**src/rtl/vitals_frame_rx_if.sv**
```systemverilog
// Sensor-link bundle: serial bit stream in, validated parallel readings and status out.
// The master drives the serial side; the receiver (slave) drives the readings and status.
interface vitals_frame_rx_if #(
   parameter int unsigned W = 10
);
   logic         s_data;
   logic         s_valid;
   logic         s_start;
   logic [W-1:0] age;
   logic [W-1:0] bloodP;
   logic [W-1:0] breathR;
   logic [W-1:0] heartB;
   logic         frame_ok;
   logic         frame_err;
   logic         busy;
   logic [7:0]   err_cnt;

   modport master (
      output s_data, s_valid, s_start,
      input  age, bloodP, breathR, heartB, frame_ok, frame_err, busy, err_cnt
   );

   modport slave (
      input  s_data, s_valid, s_start,
      output age, bloodP, breathR, heartB, frame_ok, frame_err, busy, err_cnt
   );
endinterface

```
**src/rtl/vitals_frame_rx.sv**
```systemverilog
// Vital-sign frame receiver: deserialises four W-bit readings plus an 8-bit checksum,
// and publishes the readings atomically only when the checksum matches.
module vitals_frame_rx #(
   parameter int unsigned W       = 10,
   parameter int unsigned TIMEOUT = 64
) (
   input logic               clk,
   input logic               rst_n,
   vitals_frame_rx_if.slave  rx
);

   localparam int unsigned DataBits = 4 * W;
   localparam int unsigned CntW     = $clog2(DataBits);
   localparam int unsigned IdleW    = $clog2(TIMEOUT + 1);
   localparam logic [CntW-1:0]  LastData = CntW'(DataBits - 1);
   localparam logic [CntW-1:0]  LastCsum = CntW'(7);
   localparam logic [IdleW-1:0] LastIdle = IdleW'(TIMEOUT - 1);

   typedef enum logic [1:0] {StIdle, StData, StCsum} state_e;

   state_e               state_q, state_d;
   logic [CntW-1:0]      bit_cnt_q, bit_cnt_d;
   logic [IdleW-1:0]     idle_cnt_q, idle_cnt_d;
   logic [DataBits-1:0]  data_q, data_d;
   logic [7:0]           csum_q, csum_d;
   logic [W-1:0]         age_q, age_d, blood_q, blood_d;
   logic [W-1:0]         breath_q, breath_d, heart_q, heart_d;
   logic                 ok_q, ok_d, err_q, err_d, busy_q, busy_d;
   logic [7:0]           err_cnt_q, err_cnt_d;

   logic [W+1:0]         sum;
   logic [7:0]           csum_rx;
   logic                 take_start;

   assign take_start = rx.s_valid & rx.s_start;
   assign csum_rx    = {csum_q[6:0], rx.s_data};
   assign sum        = {2'b00, data_q[4*W-1:3*W]} + {2'b00, data_q[3*W-1:2*W]}
                     + {2'b00, data_q[2*W-1:W]}   + {2'b00, data_q[W-1:0]};

   always_comb begin
      state_d    = state_q;
      bit_cnt_d  = bit_cnt_q;
      idle_cnt_d = idle_cnt_q;
      data_d     = data_q;
      csum_d     = csum_q;
      age_d      = age_q;
      blood_d    = blood_q;
      breath_d   = breath_q;
      heart_d    = heart_q;
      ok_d       = 1'b0;
      err_d      = 1'b0;

      unique case (state_q)
         StIdle: begin
            if (take_start) begin
               state_d    = StData;
               data_d     = {{(DataBits - 1){1'b0}}, rx.s_data};
               bit_cnt_d  = CntW'(1);
               idle_cnt_d = '0;
            end
         end
         StData, StCsum: begin
            if (take_start) begin
               // A fresh start aborts the current frame and becomes bit 0 of the next.
               err_d      = 1'b1;
               state_d    = StData;
               data_d     = {{(DataBits - 1){1'b0}}, rx.s_data};
               bit_cnt_d  = CntW'(1);
               idle_cnt_d = '0;
            end else if (rx.s_valid) begin
               idle_cnt_d = '0;
               if (state_q == StData) begin
                  data_d = {data_q[DataBits-2:0], rx.s_data};
                  if (bit_cnt_q == LastData) begin
                     state_d   = StCsum;
                     bit_cnt_d = '0;
                  end else begin
                     bit_cnt_d = bit_cnt_q + 1'b1;
                  end
               end else begin
                  csum_d = csum_rx;
                  if (bit_cnt_q == LastCsum) begin
                     state_d = StIdle;
                     if (sum[7:0] == csum_rx) begin
                        ok_d     = 1'b1;
                        age_d    = data_q[4*W-1:3*W];
                        blood_d  = data_q[3*W-1:2*W];
                        breath_d = data_q[2*W-1:W];
                        heart_d  = data_q[W-1:0];
                     end else begin
                        err_d = 1'b1;
                     end
                  end else begin
                     bit_cnt_d = bit_cnt_q + 1'b1;
                  end
               end
            end else if (idle_cnt_q == LastIdle) begin
               err_d   = 1'b1;
               state_d = StIdle;
            end else begin
               idle_cnt_d = idle_cnt_q + 1'b1;
            end
         end
         default: state_d = StIdle;
      endcase

      busy_d    = (state_d != StIdle);
      err_cnt_d = (err_d && err_cnt_q != 8'hFF) ? err_cnt_q + 8'd1 : err_cnt_q;
   end

   always_ff @(posedge clk) begin
      if (!rst_n) begin
         state_q    <= StIdle;
         bit_cnt_q  <= '0;
         idle_cnt_q <= '0;
         data_q     <= '0;
         csum_q     <= '0;
         age_q      <= '0;
         blood_q    <= '0;
         breath_q   <= '0;
         heart_q    <= '0;
         ok_q       <= 1'b0;
         err_q      <= 1'b0;
         busy_q     <= 1'b0;
         err_cnt_q  <= '0;
      end else begin
         state_q    <= state_d;
         bit_cnt_q  <= bit_cnt_d;
         idle_cnt_q <= idle_cnt_d;
         data_q     <= data_d;
         csum_q     <= csum_d;
         age_q      <= age_d;
         blood_q    <= blood_d;
         breath_q   <= breath_d;
         heart_q    <= heart_d;
         ok_q       <= ok_d;
         err_q      <= err_d;
         busy_q     <= busy_d;
         err_cnt_q  <= err_cnt_d;
      end
   end

   assign rx.age       = age_q;
   assign rx.bloodP    = blood_q;
   assign rx.breathR   = breath_q;
   assign rx.heartB    = heart_q;
   assign rx.frame_ok  = ok_q;
   assign rx.frame_err = err_q;
   assign rx.busy      = busy_q;
   assign rx.err_cnt   = err_cnt_q;

endmodule

```
**src/flat_wrapper.sv**
```systemverilog
// flat-port wrapper written by rule: the top's interface ports become plain ports
module vitals_frame_rx_flat 
#(
   parameter int unsigned W       = 10,
   parameter int unsigned TIMEOUT = 64
)
  (clk, rst_n, rx_s_data, rx_s_valid, rx_s_start, rx_age, rx_bloodP, rx_breathR, rx_heartB, rx_frame_ok, rx_frame_err, rx_busy, rx_err_cnt);
  vitals_frame_rx_if #(.W(W)) rx_i ();
  input logic clk;
  input logic rst_n;
  input wire logic [$bits(rx_i.s_data)-1:0] rx_s_data;
  input wire logic [$bits(rx_i.s_valid)-1:0] rx_s_valid;
  input wire logic [$bits(rx_i.s_start)-1:0] rx_s_start;
  output wire logic [$bits(rx_i.age)-1:0] rx_age;
  output wire logic [$bits(rx_i.bloodP)-1:0] rx_bloodP;
  output wire logic [$bits(rx_i.breathR)-1:0] rx_breathR;
  output wire logic [$bits(rx_i.heartB)-1:0] rx_heartB;
  output wire logic [$bits(rx_i.frame_ok)-1:0] rx_frame_ok;
  output wire logic [$bits(rx_i.frame_err)-1:0] rx_frame_err;
  output wire logic [$bits(rx_i.busy)-1:0] rx_busy;
  output wire logic [$bits(rx_i.err_cnt)-1:0] rx_err_cnt;
  assign rx_i.s_data = rx_s_data;
  assign rx_i.s_valid = rx_s_valid;
  assign rx_i.s_start = rx_s_start;
  assign rx_age = rx_i.age;
  assign rx_bloodP = rx_i.bloodP;
  assign rx_breathR = rx_i.breathR;
  assign rx_heartB = rx_i.heartB;
  assign rx_frame_ok = rx_i.frame_ok;
  assign rx_frame_err = rx_i.frame_err;
  assign rx_busy = rx_i.busy;
  assign rx_err_cnt = rx_i.err_cnt;
  vitals_frame_rx #(.W(W), .TIMEOUT(TIMEOUT)) u_core (.clk(clk), .rst_n(rst_n), .rx(rx_i));
endmodule
```
**config.mk**
```make
export PLATFORM = sky130hd
export DESIGN_NAME = vitals_frame_rx_flat
export DESIGN_NICKNAME = d
export VERILOG_FILES = /design/src/rtl/vitals_frame_rx_if.sv /design/src/rtl/vitals_frame_rx.sv /design/src/flat_wrapper.sv
export SDC_FILE = /design/constraint.sdc
export NUM_CORES = 1
export LEC_CHECK = 0
export CAP_MARGIN = 20
export CORE_UTILIZATION = 50
export CTS_BUF_LIST = sky130_fd_sc_hd__clkbuf_8
export CTS_CLUSTER_SIZE = 14
export DETAILED_ROUTE_END_ITERATION = 6
export GPL_ROUTABILITY_DRIVEN = 0
export PLACE_DENSITY = 0.73
export SKIP_LAST_GASP = 1
export SYNTH_ARGS = -nofsm -noshare
export SYNTH_HDL_FRONTEND = slang
export SYNTH_SLANG_ARGS = --single-unit
```
**constraint.sdc**
```tcl
create_clock -name clk -period 4 [get_ports clk]
set_input_delay 0.8 -clock clk [delete_from_list [all_inputs] [get_ports clk]]
set_output_delay 0.8 -clock clk [all_outputs]
set_load 0.01 [all_outputs]
```
== Word level (Yosys, flattened, before mapping) ==
Index checks and enable logic that the tools add are counted.

* Bits in registers: 113
* Bits in latches: 0
* RAM bits: 0
* Memory bits (read-only): 0
* Input port bits: 5
* Output and inout port bits: 51
* Logic and storage cells: 82
* Memories: 0

* $add $sub $neg: 6
* $mul: 0
* Div/mod/pow operators: 0
* $lt $le $gt $ge: 0
* Equality and inequality tests: 12
* Shift-type cells: 0
* Mux-type cells: 33
* Bitwise logic cells: 7
* Reductions and logical operators: 11

{| class="wikitable"
|+ Operators with widths
! operator !! count
|-
| $mux W40 || 4
|-
| $pmux W40 S2 || 1
|-
| $mux W6 || 6
|-
| $mux W7 || 4
|-
| $add A8 B8 Y8 || 3
|-
| $mux W2 || 7
|-
| $pmux W7 S2 || 1
|-
| $pmux W6 S2 || 1
|-
| $reduce_and A4 Y1 || 3
|-
| $add A8 B1 Y8 const B || 1
|-
| $eq A8 B8 Y1 || 1
|-
| $mux W1 || 8
|-
| $ne A8 B8 Y1 const B || 1
|-
| $add A7 B1 Y7 const B || 1
|-
| $eq A7 B6 Y1 const B || 1
|-
| $add A6 B1 Y6 const B || 1
|-
| $eq A6 B3 Y1 const B || 1
|-
| $eq A6 B6 Y1 const B || 1
|-
| $not A1 Y1 || 6
|-
| $reduce_and A6 Y1 || 1
|-
| $reduce_or A6 Y1 || 1
|-
| $ne A4 B2 Y1 const B || 1
|-
| $ne A4 B3 Y1 const B || 1
|-
| $pmux W2 S2 || 1
|-
| 11 further kinds || 12
|}

== Depth between registers and ports, before layout ==
Gate-level depths: netlist (run 1).

* Depth after elaboration: 11
* Depth in mapped cells: 14
* Mapped depth without buffers: 13

== Worst setup path before layout (run 1) ==
Ideal clock, no wire load.

* Path kind: reg-to-reg
* From: reg u_core.data_q[1]
* To: reg u_core.err_cnt_q[0] (netlist: u_core.rx.err_cnt[0])
* Library setup time: 0.118 ns
* Arrival: 3.664 ns
* Required time: 3.882 ns
* Setup slack: 0.218 ns
* Stages on the path, launching flop included: 14
* Path buffers: 1
* Clock period less this slack: 3.782 ns
* Cells stage by stage: dfxtp_1 -> fa_1 -> inv_1 -> fa_1 -> inv_1 -> ha_1 -> fa_1 -> xor2_1 -> a2111oi_2 -> o2111ai_1 -> or4_1 -> buf_6 -> and3_4 -> mux2i_1

* Cells in the longest elaborated chain, start to end: 9

{| class="wikitable"
|+ Ends and longest elaborated chain
! element !! line !! RTL
|-
| from (decl) || vitals_frame_rx.sv:24 || <nowiki>logic [DataBits-1:0] data_q, data_d;</nowiki>
|-
| from (signal assigned) || vitals_frame_rx.sv:130 || <nowiki>data_q <= data_d;</nowiki>
|-
| $add A8 B8 Y8 || vitals_frame_rx.sv:38 || <nowiki>+ {2'b00, data_q[2*W-1:W]} + {2'b00, data_q[W-1:0]};</nowiki>
|-
| $eq A8 B8 Y1 || vitals_frame_rx.sv:84 || <nowiki>if (sum[7:0] == csum_rx) begin</nowiki>
|-
| $mux W1 || vitals_frame_rx.sv:84 ||
|-
| $mux W1 || vitals_frame_rx.sv:82 || <nowiki>if (bit_cnt_q == LastCsum) begin</nowiki>
|-
| $mux W1 || vitals_frame_rx.sv:72 || <nowiki>if (state_q == StData) begin</nowiki>
|-
| $mux W1 || vitals_frame_rx.sv:70 || <nowiki>end else if (rx.s_valid) begin</nowiki>
|-
| $mux W1 || vitals_frame_rx.sv:63 || <nowiki>if (take_start) begin</nowiki>
|-
| $mux W1 || vitals_frame_rx.sv:53 || <nowiki>unique case (state_q)</nowiki>
|-
| $logic_and A1 B1 Y1 || vitals_frame_rx.sv:108 || <nowiki>err_cnt_d = (err_d && err_cnt_q != 8'hFF) ? err_cnt_q + 8'd1 : err_cnt_q;</nowiki>
|-
| to (signal assigned) || vitals_frame_rx.sv:139 || <nowiki>err_cnt_q <= err_cnt_d;</nowiki>
|-
| to (decl) || vitals_frame_rx.sv:29 || <nowiki>logic [7:0] err_cnt_q, err_cnt_d;</nowiki>
|}

No other way between the ends.
A chain may end at the register's enable or synchronous reset.

== Worst setup path in the final report (run 1) ==
* From: reg u_core.data_q[21]
* To: reg u_core.age_q[7] (netlist: u_core.rx.age[7])

* Cells in the longest elaborated chain, start to end: 5

{| class="wikitable"
|+ Ends and longest elaborated chain
! element !! line !! RTL
|-
| $add A8 B8 Y8 || vitals_frame_rx.sv:37 || <nowiki>assign sum = {2'b00, data_q[4*W-1:3*W]} + {2'b00, data_q[3*W-1:2*W]}</nowiki>
|-
| $add A8 B8 Y8 (2 in series) || vitals_frame_rx.sv:38 ||
|-
| $eq A8 B8 Y1 || vitals_frame_rx.sv:84 ||
|-
| $reduce_and A6 Y1 (no line) || - ||
|-
| to (signal assigned) || vitals_frame_rx.sv:132 || <nowiki>age_q <= age_d;</nowiki>
|-
| to (decl) || vitals_frame_rx.sv:26 || <nowiki>logic [W-1:0] age_q, age_d, blood_q, blood_d;</nowiki>
|}

No other way between the ends.

==> results of run 1 <==
## through the flow
| stage | total power (uW) | hold slack [ns] |
|---|---|---|
| after floorplan | 1246 | 0.4316 |
| after global placement | 1277 | 0.4481 |
| after detailed placement | 1278 | 0.4525 |
| after CTS | 2495 | 0.4619 |
| after global routing | 2560 | 0.4826 |
| final | 2482 | 0.4598 |
## worst paths after layout
path              cells after the start  slack [ns]              start                 to
hold reg to reg                       2        0.46  u_core.data_q[39]  u_core.data_q[39]
setup / recovery                     14        0.11  u_core.data_q[21]   u_core.rx.age[7]
hold / removal                        2        0.46  u_core.data_q[39]  u_core.data_q[39]
setup reg to reg                     14        0.11  u_core.data_q[21]   u_core.rx.age[7]
## registers in the layout, summed over array words and instances (netlist names)
register / cells
u_core.data_q: 40
u_core.rx.age: 10
u_core.rx.bloodP: 10
u_core.rx.breathR: 10
u_core.rx.heartB: 10
u_core.rx.err_cnt: 8
u_core.csum_q: 7
u_core.idle_cnt_q: 7
u_core.bit_cnt_q: 6
u_core.state_q: 2
u_core.rx.busy: 1
u_core.rx.frame_err: 1
u_core.rx.frame_ok: 1
## power by group through the flow
stage	Combinational (uW)	Clock, uW	Sequential, uW
finish	125	1220	1130
global route	138	1290	1130
CTS	121	1240	1130
detailed placement	119	0	1160
global placement	118	0	1160
floorplan	87.6	0	1160
## cells in the mapped netlist, drive strengths merged
| master | number |
|---|---|
| a2111oi | 2 |
| a211oi | 1 |
| a21o | 2 |
| a21oi | 50 |
| a221oi | 1 |
| a22oi | 1 |
| a31oi | 2 |
| a32oi | 1 |
| and2 | 1 |
| and3 | 11 |
| buf | 9 |
| clkbuf | 24 |
| clkinv | 1 |
| dfxtp | 113 |
| fa | 14 |
| ha | 14 |
| inv | 15 |
| mux2i | 55 |
| nand2 | 61 |
| nand2b | 11 |
| nand3 | 48 |
| nand3b | 1 |
| nand4 | 5 |
| nand4b | 1 |
| nor2 | 64 |
| nor2b | 2 |
| nor3 | 3 |
| nor3b | 1 |
| nor4 | 1 |
| o2111ai | 1 |
| o211a | 1 |
| o211ai | 1 |
| o21ai | 10 |
| o21bai | 2 |
| o221a | 1 |
| o41ai | 1 |
| or2 | 2 |
| or3 | 3 |
| or4 | 2 |
| xnor2 | 8 |
| xor2 | 15 |
## timing repair
item	in CTS	in global routing
setup endpoints to repair	8	49
hold buffers	0	0
gates resized for setup	1	11
gates cloned	0	5
pin swaps	0	7
buffers inserted	0	4
## worst max-delay path, stage by stage, from the launching register on
cell	delay, ns
sky130_fd_sc_hd__dfxtp_2	0.33
sky130_fd_sc_hd__fa_1	0.55
sky130_fd_sc_hd__inv_2	0.04
sky130_fd_sc_hd__fa_1	0.47
sky130_fd_sc_hd__inv_1	0.04
sky130_fd_sc_hd__ha_2	0.19
sky130_fd_sc_hd__fa_1	0.50
sky130_fd_sc_hd__xor2_2	0.18
sky130_fd_sc_hd__a2111oi_4	0.20
sky130_fd_sc_hd__o2111ai_2	0.22
sky130_fd_sc_hd__nor4_4	0.44
sky130_fd_sc_hd__buf_6	0.21
sky130_fd_sc_hd__buf_12	0.14
sky130_fd_sc_hd__mux2i_1	0.20
sky130_fd_sc_hd__nor2_1	0.06
## kinds of logic after synthesis
logic type                 count (synthesis)
xor gates and xnor gates                  23
adders and majority gates                 28
and+or+nand+nor                          217
buffers and inverters                     49
AOI/OAI and AO/OA                         77
DFF                                      113
muxes                                     55
## area by class of cell
cell class	instances	share of cell area (%)
Multi-Input combinational cell	400	42.03
Inverter	16	0.9302
Timing Repair Buffer	74	12.36
Tap cell	133	2.578
Clock buffer	19	4.050
Sequential cell	113	35.14
Clock inverter	11	2.907
## per-layer routing
metal  vias up  wire (um)
li1       2031          -
met2       102       5700
met4         0        185
met5         -          0
met1      1975       5322
met3        21        655
==> impl_summary.log, run 1 <==
[metrics] Detailed Route WL: 11860 um
[metrics] synthesized-area fraction occupied by ao, oa, aoi and oai cells: 8.722%
[metrics] utilization after layout: 65.15%
[metrics] Max transition margin: 54.63%
[metrics] power density relative to cell area: 384.5 nW/um2
[metrics] final hold violation count: 0
[metrics] LEAKAGE: 0.002469 uW
[metrics] arrival time worst endpoint: 4.19 ns
[metrics] initial standard-cell utilization of the core: 52.26%
[metrics] full die area: 10770 um2
[metrics] switching pwr: 551.7 uW
[metrics] multi-input logic area: 2714 um2
[metrics] Pre-antenna DRT Iters: 4
[metrics] Worst Setup End Kind: flop
[metrics] clk_lat worst skew: 0.44 ns
[metrics] vias in the first global route: 3931
[metrics] met3 layer usage reported by global route: 5.853%
[metrics] leftover overflow at the end of global routing: 0
[metrics] instance area after placement: 5833 um2
[metrics] overall fraction of global-route tracks in use: 21.68%
[metrics] cell total after placement: 727
[metrics] Final Max Tran Viols: 0
[metrics] final period utilization: 97.16%
[metrics] x dimension of the die: 103.8 um
[metrics] worst-path maximum fanout: 5
[metrics] Net Sw Frac: 22.23%
[metrics] adder-cell share of the synthesized area: 8.794%
[metrics] combinational family with the most area after synthesis: simple AND/OR/NAND/NOR gates
[metrics] share of the synthesized netlist area taken by xor and xnor gates: 3.890%
[metrics] post-layout worst setup margin: 0.1135 ns
[metrics] highest-count cells in the layout ignoring fill and taps: 110 x sky130_fd_sc_hd__dfxtp_1, 64 x sky130_fd_sc_hd__nor2_1, 60 x sky130_fd_sc_hd__nand2_1
[metrics] detailed placer's ending HPWL: 7654 um
[metrics] final layout net count: 655
[metrics] Longest Clk Path Bufs: 2
[metrics] post-synthesis instance area: 5179 um2
[metrics] Via Count: 4129
[metrics] outcome: complete, no violations
[metrics] number of cells in the finished layout apart from fillers: 766
[metrics] portion of synthesized cell area occupied by the leading cell type: 43.68%
[metrics] cell at the root of the clock tree: sky130_fd_sc_hd__clkbuf_8
[metrics] max-cap check violation count: 0
[metrics] final setup violation count: 0
[metrics] met2 usage: 34.76%
[metrics] final setup TNS: 0 ns
[metrics] first-pass GRT wire length: 18640 um
[metrics] cell internal power dissipation: 1930 uW
[metrics] detailed-route vias per instance: 5.390
[metrics] Area Overhead vs Synth: 24.67%
[metrics] f_max: 0.2573 GHz
[metrics] warnings from Yosys: 0
[metrics] Comb power frac: 5.0%
[metrics] port buffer count: 55
[metrics] register bit total from synthesis: 113
[metrics] layout cells sized above 1: 10.43%
[metrics] highest-utilization routing layer at the global route stage: met2
[metrics] post-CTS clock slew at the launch and capture registers of the worst setup and hold paths: 0.07 ns
[metrics] slew at the pin with the worst max-slew slack: 0.6806 ns
[metrics] number of library cell types mapped by synthesis: 48
[metrics] number of DRC violations after detailed routing: 0
[metrics] setup repair after global routing missed its margin: yes
[metrics] fin area: 6456 um2
[metrics] Post-Syn Area per Cell: 9.215 um2
[metrics] leading cell type in the layout, fill and taps excluded: sky130_fd_sc_hd__dfxtp_1
[metrics] number of antenna violations at the first check in global routing: 0
[metrics] met1 track demand over resource in global routing: 27.89%
[metrics] Syn Inst Count: 562
[metrics] clock tree from TritonCTS: done
[metrics] data required time of the critical path: 4.31 ns
[metrics] Core Rows: 36
[metrics] maximum number of pins on one net before global-route repair: 55
[metrics] cell taking the most area after synthesis: sky130_fd_sc_hd__dfxtp_1
[metrics] multiplexer share of the synthesized area: 10.63%
[metrics] synthesized net count: 595
[metrics] DR WL/cell: 15.49 um
[metrics] total core area: 9910 um2
[metrics] number of nets with antenna violations after routing: 0
[metrics] sequential group share of total power: 45.7%
[metrics] post-placement worst setup slack: -0.1042 ns
[metrics] min cycle time layout: 3.886 ns
[metrics] path category of the worst min-delay check: reg2reg
[metrics] simple-gate portion of the synthesized area: 19.69%
[metrics] Clk pwr share: 49.3%
[metrics] sequential cell area: 2268 um2
[metrics] startpoint type of the worst setup path: flop
[metrics] largest clock skew in the final design: 0.009351 ns
[metrics] ports placed on the boundary: 56
[metrics] antenna cells: 0
[metrics] worst-case vdd ir drop: 0.2735 mV
[metrics] cts bufs inserted: 17
[metrics] deepest level of the CTS H-tree: 4
[metrics] detailed router's first-iteration violation count: 217
[metrics] top area cells in the synthesized netlist: sky130_fd_sc_hd__dfxtp_1 44%, sky130_fd_sc_hd__mux2i_1 11%, sky130_fd_sc_hd__fa_1 5.4%
[metrics] path type of the worst setup path: reg2reg
[metrics] share of the yosys chip area belonging to registers: 43.68%
[metrics] total clock sinks: 113
[metrics] die extent in y: 103.8 um
[metrics] filler cell count in the final layout: 825
Power figures use the tool's default switching activity.
==> run 2: changes to the inputs <==
--- a/config.mk
+++ b/config.mk
@@ -6,12 +6,13 @@
 export NUM_CORES = 1
 export LEC_CHECK = 0
 export CAP_MARGIN = 20
+export CORE_ASPECT_RATIO = 0.7
 export CORE_UTILIZATION = 50
 export CTS_BUF_LIST = sky130_fd_sc_hd__clkbuf_8
 export CTS_CLUSTER_SIZE = 14
 export DETAILED_ROUTE_END_ITERATION = 6
 export GPL_ROUTABILITY_DRIVEN = 0
-export PLACE_DENSITY = 0.73
+export PLACE_DENSITY = 0.7
 export SKIP_LAST_GASP = 1
 export SYNTH_ARGS = -nofsm -noshare
 export SYNTH_HDL_FRONTEND = slang
==> constraint.sdc (replaced) <==
create_clock -name clk -period 3.9 [get_ports clk]
set_input_delay 0.78 -clock clk [delete_from_list [all_inputs] [get_ports clk]]
set_output_delay 0.78 -clock clk [all_outputs]
set_load 0.01 [all_outputs]
==> run 2 against run 1 <==
- worst hold slack lost 0.00089 ns
- maximum frequency grew 2.6%
- first-iteration DRC count grew 47%
- setup slack lost 0.0032 ns
- sequential power is essentially flat
- largest power group is now sequential cells
- sequential cell count is the same
- die area is essentially flat
==> impl_summary.log, run 2 (synthesis results as in run 1) <==
[metrics] data required time of the critical path: 4.21 ns
[metrics] detailed router's first-iteration violation count: 318
[metrics] f_max: 0.2639 GHz
[metrics] final setup violation count: 0
[metrics] cell at the root of the clock tree: sky130_fd_sc_hd__clkbuf_8
[metrics] largest clock skew in the final design: 0.009018 ns
[metrics] worst hold slack: 0.4589 ns
[metrics] number of cells on the worst reg-to-reg path: 16
[metrics] detailed placer's ending HPWL: 8075 um
[metrics] setup repair after global routing missed its margin: yes
[metrics] worst hold path cell count: 2
[metrics] path category of the worst min-delay check: reg2reg
[metrics] layout cells sized above 1: 10.20%
[metrics] DR WL/cell: 15.81 um
[metrics] max-cap check violation count: 0
[metrics] full die area: 10780 um2
[metrics] final period utilization: 97.17%
[metrics] total core area: 9872 um2
[metrics] die extent in y: 87.15 um
[metrics] path type of the worst setup path: reg2reg
[metrics] post-placement worst setup slack: -0.1063 ns
[metrics] cell total after placement: 725
[metrics] number of cells in the finished layout apart from fillers: 765
[metrics] min cycle time layout: 3.790 ns
[metrics] cts bufs inserted: 17
[metrics] Core Rows: 30
[metrics] clk_lat worst skew: 0.44 ns
[metrics] maximum number of pins on one net before global-route repair: 96
[metrics] leftover overflow at the end of global routing: 0
[metrics] hold bufs inserted after CTS: 0
[metrics] detailed-route vias per instance: 5.514
[metrics] leading cell type in the layout, fill and taps excluded: sky130_fd_sc_hd__dfxtp_1
[metrics] number of DRC violations after detailed routing: 0
[metrics] worst-path maximum fanout: 5
[metrics] final hold violation count: 0
[metrics] utilization after layout: 64.96%
[metrics] post-layout worst setup margin: 0.1103 ns
[metrics] Area Overhead vs Synth: 23.82%
[metrics] number of nets with antenna violations after routing: 0
[metrics] slew at the pin with the worst max-slew slack: 0.7300 ns
[metrics] overall power after layout: 2363 uW
[metrics] Longest Clk Path Bufs: 2
[metrics] LEAKAGE: 0.002475 uW
[metrics] Worst Setup End Kind: flop
[metrics] ports placed on the boundary: 56
[metrics] post-CTS clock slew at the launch and capture registers of the worst setup and hold paths: 0.07 ns
[metrics] Final Max Tran Viols: 0
[metrics] first-pass GRT wire length: 19750 um
[metrics] Detailed Route WL: 12100 um
[metrics] startpoint type of the worst setup path: flop
[metrics] arrival time worst endpoint: 4.10 ns
[metrics] sequential cell area: 2265 um2
[metrics] multi-input logic area: 2688 um2
[metrics] Via Count: 4218
[metrics] final layout net count: 659
[metrics] worst-case vdd ir drop: 0.2485 mV
[metrics] port buffer count: 55
[metrics] total clock sinks: 113
[metrics] worst reg2reg setup slack: 0.11 ns
[metrics] antenna cells: 0
[metrics] Max transition margin: 51.33%
[metrics] filler cell count in the final layout: 782
[metrics] number of flip-flops in the largest register: 40
[metrics] overall fraction of global-route tracks in use: 24.49%
[metrics] register containing the most flip-flops in the final layout: u_core.data_q
[metrics] deepest level of the CTS H-tree: 4
[metrics] initial standard-cell utilization of the core: 52.46%
[metrics] Pre-antenna DRT Iters: 5
[metrics] highest-count cells in the layout ignoring fill and taps: 111 x sky130_fd_sc_hd__dfxtp_1, 64 x sky130_fd_sc_hd__nor2_1, 60 x sky130_fd_sc_hd__nand2_1
[metrics] vias in the first global route: 3914
[metrics] x dimension of the die: 123.6 um
[metrics] number of antenna violations at the first check in global routing: 0
[metrics] clock tree from TritonCTS: done
[metrics] outcome: complete, no violations
[metrics] power density relative to cell area: 368.5 nW/um2
[run 2: cell count changes in the layout (fill, tap and decap cells not counted), moves of 2 or more]
cell / previous run / this run
sky130_fd_sc_hd__clkinvlp_4: 2 / 0
sky130_fd_sc_hd__inv_1: 15 / 17
sky130_fd_sc_hd__clkbuf_16: 3 / 1
sky130_fd_sc_hd__clkbuf_8: 19 / 21
sky130_fd_sc_hd__bufinv_16: 5 / 2
sky130_fd_sc_hd__buf_16: 0 / 2
sky130_fd_sc_hd__buf_12: 3 / 6
sky130_fd_sc_hd__buf_4: 10 / 13
sky130_fd_sc_hd__clkinv_2: 2 / 4
[run 2: layout make-up]
type	instances	area share (%)
clock buffer	21	4.507
clock inverter	9	1.424
inverter	16	0.9366
multi-input combinational	400	41.91
sequential	113	35.32
tap	128	2.498
timing repair buffer	78	13.40
[run 2: power by group]
part | leakage, uW | internal (uW) | switching [uW]
combinational | 0.00135 | 37.8 | 90.2
sequential | 0.000912 | 1160 | 3.95
clock | 0.000211 | 616 | 456
total | 0.00248 | 1810 | 550
[run 2: through the flow]
step | setup TNS [ns] | instance area (um2)
2_1_floorplan | 0 | 5179
4_1_cts | -0.2436 | 6411
3_3_place_gp | -0.006525 | 5837
6_report | 0 | 6412
5_1_grt | -1.906 | 6412
3_5_place_dp | -2.115 | 5837
[run 2: worst paths after layout]
path / from / end
worst min-delay path: u_core.data_q[39] / u_core.data_q[39]
worst max-delay path: u_core.data_q[11] / u_core.rx.breathR[2]
worst max register to register: u_core.data_q[11] / u_core.rx.breathR[2]
worst min register to register: u_core.data_q[39] / u_core.data_q[39]
[run 2: metal layers]
metal | vias to the layer above | share of wire (%) | track usage (%)
met1 | 2019 | 50 | 35.66
met4 | 0 | 1.7 | 11.06
met2 | 131 | 43 | 34.90
li1 | 2051 | - | -
met3 | 17 | 5.5 | 4.647
met5 | - | 0 | 0
[run 2: repair_timing]
item,4_1_cts,5_1_grt
buffers inserted,6,3
pin swaps,6,6
resized for setup,13,1
setup endpoints to repair,47,49
gates cloned,3,1
[run 2: critical path, cell delays in order (launching register included)]
cell,delay [ns]
sky130_fd_sc_hd__dfxtp_2,0.33
sky130_fd_sc_hd__fa_1,0.55
sky130_fd_sc_hd__inv_2,0.04
sky130_fd_sc_hd__fa_1,0.47
sky130_fd_sc_hd__inv_1,0.04
sky130_fd_sc_hd__ha_2,0.19
sky130_fd_sc_hd__fa_1,0.47
sky130_fd_sc_hd__xor2_1,0.16
sky130_fd_sc_hd__a2111oi_2,0.20
sky130_fd_sc_hd__o2111ai_1,0.19
sky130_fd_sc_hd__buf_4,0.18
sky130_fd_sc_hd__nor4_4,0.16
sky130_fd_sc_hd__buf_6,0.16
sky130_fd_sc_hd__buf_12,0.13
sky130_fd_sc_hd__clkbuf_16,0.14
sky130_fd_sc_hd__mux2i_1,0.18
sky130_fd_sc_hd__nor2_1,0.05
==> run 3: changes to the inputs <==
--- a/config.mk
+++ b/config.mk
@@ -7,8 +7,10 @@
 export LEC_CHECK = 0
 export CAP_MARGIN = 20
 export CORE_ASPECT_RATIO = 0.7
+export CORE_MARGIN = 8
 export CORE_UTILIZATION = 50
 export CTS_BUF_LIST = sky130_fd_sc_hd__clkbuf_8
+export CTS_CLUSTER_DIAMETER = 150
 export CTS_CLUSTER_SIZE = 14
 export DETAILED_ROUTE_END_ITERATION = 6
 export GPL_ROUTABILITY_DRIVEN = 0
==> run 3 against run 2 <==
- sequential cell count unchanged
- sequential share of layout area increased by 0.41 points
- critical endpoint is now u_core.rx.bloodP[9]
- non-clock buffer count decreased by 5
- combinational power decreased by 3%
- worst hold slack got worse by 0.0073 ns
- clock power about the same
==> impl_summary.log, run 3 (synthesis results as in run 1) <==
[metrics] final period utilization: 97.22%
[metrics] largest clock skew in the final design: 0.01093 ns
[metrics] x dimension of the die: 137.6 um
[metrics] final setup violation count: 0
[metrics] layout cells sized above 1: 9.637%
[metrics] first-pass GRT wire length: 20570 um
[metrics] ports placed on the boundary: 56
[metrics] leading cell type in the layout, fill and taps excluded: sky130_fd_sc_hd__dfxtp_1
[metrics] data required time of the critical path: 4.21 ns
[metrics] Pre-antenna DRT Iters: 5
[metrics] Max transition margin: 51.12%
[metrics] worst-case vdd ir drop: 0.1960 mV
[metrics] die extent in y: 101.2 um
[metrics] Core Rows: 31
[metrics] max-cap check violation count: 0
[metrics] fin area: 6335 um2
[metrics] filler cell count in the final layout: 900
[metrics] outcome: complete, no violations
[metrics] worst-path maximum fanout: 5
[metrics] number of cells on the worst reg-to-reg path: 16
[metrics] number of antenna violations at the first check in global routing: 0
[metrics] number of DRC violations after detailed routing: 0
[metrics] path category of the worst min-delay check: reg2reg
[metrics] initial standard-cell utilization of the core: 50.77%
[metrics] vias in the first global route: 4091
[metrics] total core area: 10200 um2
[metrics] arrival time worst endpoint: 4.10 ns
[metrics] maximum number of pins on one net before global-route repair: 45
[metrics] highest-count cells in the layout ignoring fill and taps: 112 x sky130_fd_sc_hd__dfxtp_1, 64 x sky130_fd_sc_hd__nor2_1, 60 x sky130_fd_sc_hd__nand2_1
[metrics] number of cells in the finished layout apart from fillers: 765
[metrics] hold bufs inserted after CTS: 0
[metrics] number of nets with antenna violations after routing: 0
[metrics] detailed placer's ending HPWL: 8534 um
[metrics] utilization after layout: 62.10%
[metrics] worst hold path cell count: 2
[metrics] Detailed Route WL: 12330 um
[metrics] cts bufs inserted: 17
[metrics] LEAKAGE: 0.002432 uW
[metrics] total clock sinks: 113
[metrics] Final Max Tran Viols: 0
[metrics] Longest Clk Path Bufs: 2
[metrics] detailed-route vias per instance: 5.505
[metrics] path type of the worst setup path: reg2reg
[metrics] detailed router's first-iteration violation count: 286
[metrics] sequential cell area: 2263 um2
[metrics] Via Count: 4211
[metrics] cell at the root of the clock tree: sky130_fd_sc_hd__clkbuf_8
[metrics] origin of the worst min-delay path: u_core.data_q[39]
[metrics] worst reg2reg setup slack: 0.11 ns
[metrics] post-CTS clock slew at the launch and capture registers of the worst setup and hold paths: 0.07 ns
[metrics] terminus of the critical flop-to-flop path: u_core.rx.bloodP[9]
[metrics] deepest level of the CTS H-tree: 4
[metrics] power density relative to cell area: 368.5 nW/um2
[metrics] Hold Path End: u_core.data_q[39]
[metrics] setup repair after global routing missed its margin: yes
[metrics] Area Overhead vs Synth: 22.32%
[metrics] leftover overflow at the end of global routing: 0
[metrics] full die area: 13920 um2
[metrics] final layout net count: 654
[metrics] DR WL/cell: 16.11 um
[metrics] clk_lat worst skew: 0.43 ns
[metrics] slew at the pin with the worst max-slew slack: 0.7332 ns
[metrics] register containing the most flip-flops in the final layout: u_core.data_q
[metrics] clock tree from TritonCTS: done
[metrics] antenna cells: 0
[metrics] startpoint type of the worst setup path: flop
[metrics] multi-input logic area: 2701 um2
[metrics] number of flip-flops in the largest register: 40
[metrics] cell total after placement: 730
[metrics] final hold violation count: 0
[metrics] instance area after placement: 5837 um2
[metrics] overall fraction of global-route tracks in use: 18.73%
[metrics] startpoint of the lowest-slack register-to-register path: u_core.data_q[1]
[metrics] worst hold slack: 0.4516 ns
[metrics] f_max: 0.2637 GHz
[metrics] port buffer count: 55
[metrics] min cycle time layout: 3.792 ns
[metrics] Worst Setup End Kind: flop
==> run 3: worst max-delay path: stages, from the launching register on <==
cell,delay (ns)
sky130_fd_sc_hd__dfxtp_2,0.33
sky130_fd_sc_hd__fa_1,0.52
sky130_fd_sc_hd__inv_1,0.05
sky130_fd_sc_hd__fa_1,0.48
sky130_fd_sc_hd__inv_2,0.05
sky130_fd_sc_hd__ha_4,0.16
sky130_fd_sc_hd__fa_1,0.46
sky130_fd_sc_hd__xor2_1,0.17
sky130_fd_sc_hd__a2111oi_2,0.28
sky130_fd_sc_hd__o2111ai_1,0.19
sky130_fd_sc_hd__buf_4,0.18
sky130_fd_sc_hd__nor4_4,0.14
sky130_fd_sc_hd__buf_6,0.20
sky130_fd_sc_hd__buf_12,0.12
sky130_fd_sc_hd__buf_16,0.10
sky130_fd_sc_hd__mux2i_1,0.19
sky130_fd_sc_hd__nor2_1,0.05
==> run 3: per-layer routing <==
metal	wire length [um]	GRT usage, %
met1	6039	25.99
met2	5297	27.24
met3	860	5.352
met4	127	6.323
met5	0	0
==> run 3: worst max path at each step <==
stage / startpoint / to / cells after the start
floorplan: u_core.data_q[1] / u_core.rx.err_cnt[0] / 13
detailed placement: u_core.data_q[1] / u_core.rx.bloodP[5] / 14
CTS: u_core.data_q[1] / u_core.rx.breathR[9] / 15
global route: u_core.data_q[1] / u_core.rx.bloodP[9] / 16
global placement: u_core.data_q[1] / u_core.rx.bloodP[9] / 14
finish: u_core.data_q[1] / u_core.rx.bloodP[9] / 16
==> run 3: repair_timing <==
item,CTS,global route
pin swaps,3,6
endpoints found under the hold margin,0,0
setup buffers,2,1
gates cloned,2,0
gates resized for setup,9,5
setup endpoints to repair,44,47
==> run 3: stage by stage <==
| step | setup TNS [ns] | total power (uW) | setup WS, ns |
|---|---|---|---|
| after floorplan | 0 | 1278 | 0.1176 |
| after global placement | -0.3291 | 1309 | -0.02518 |
| after detailed placement | -1.405 | 1311 | -0.09904 |
| after CTS | -0.3897 | 2350 | -0.04121 |
| after global routing | -1.016 | 2419 | -0.09062 |
| final | 0 | 2334 | 0.1085 |
==> run 3: layout make-up <==
type                            count  share of cell area [%]
Inverter                           16                  0.9481
Clock buffer                       23                   4.997
Clock inverter                      8                  0.9678
Sequential cell                   113                   35.73
Multi-Input combinational cell    400                   42.64
Tap cell                          132                   2.607
Timing Repair Buffer               73                   12.11
==> run 3: where the power goes <==
group | switching [uW] | internal [uW]
clock network | 456 | 591
logic | 88.8 | 35.1
registers | 4.86 | 1160
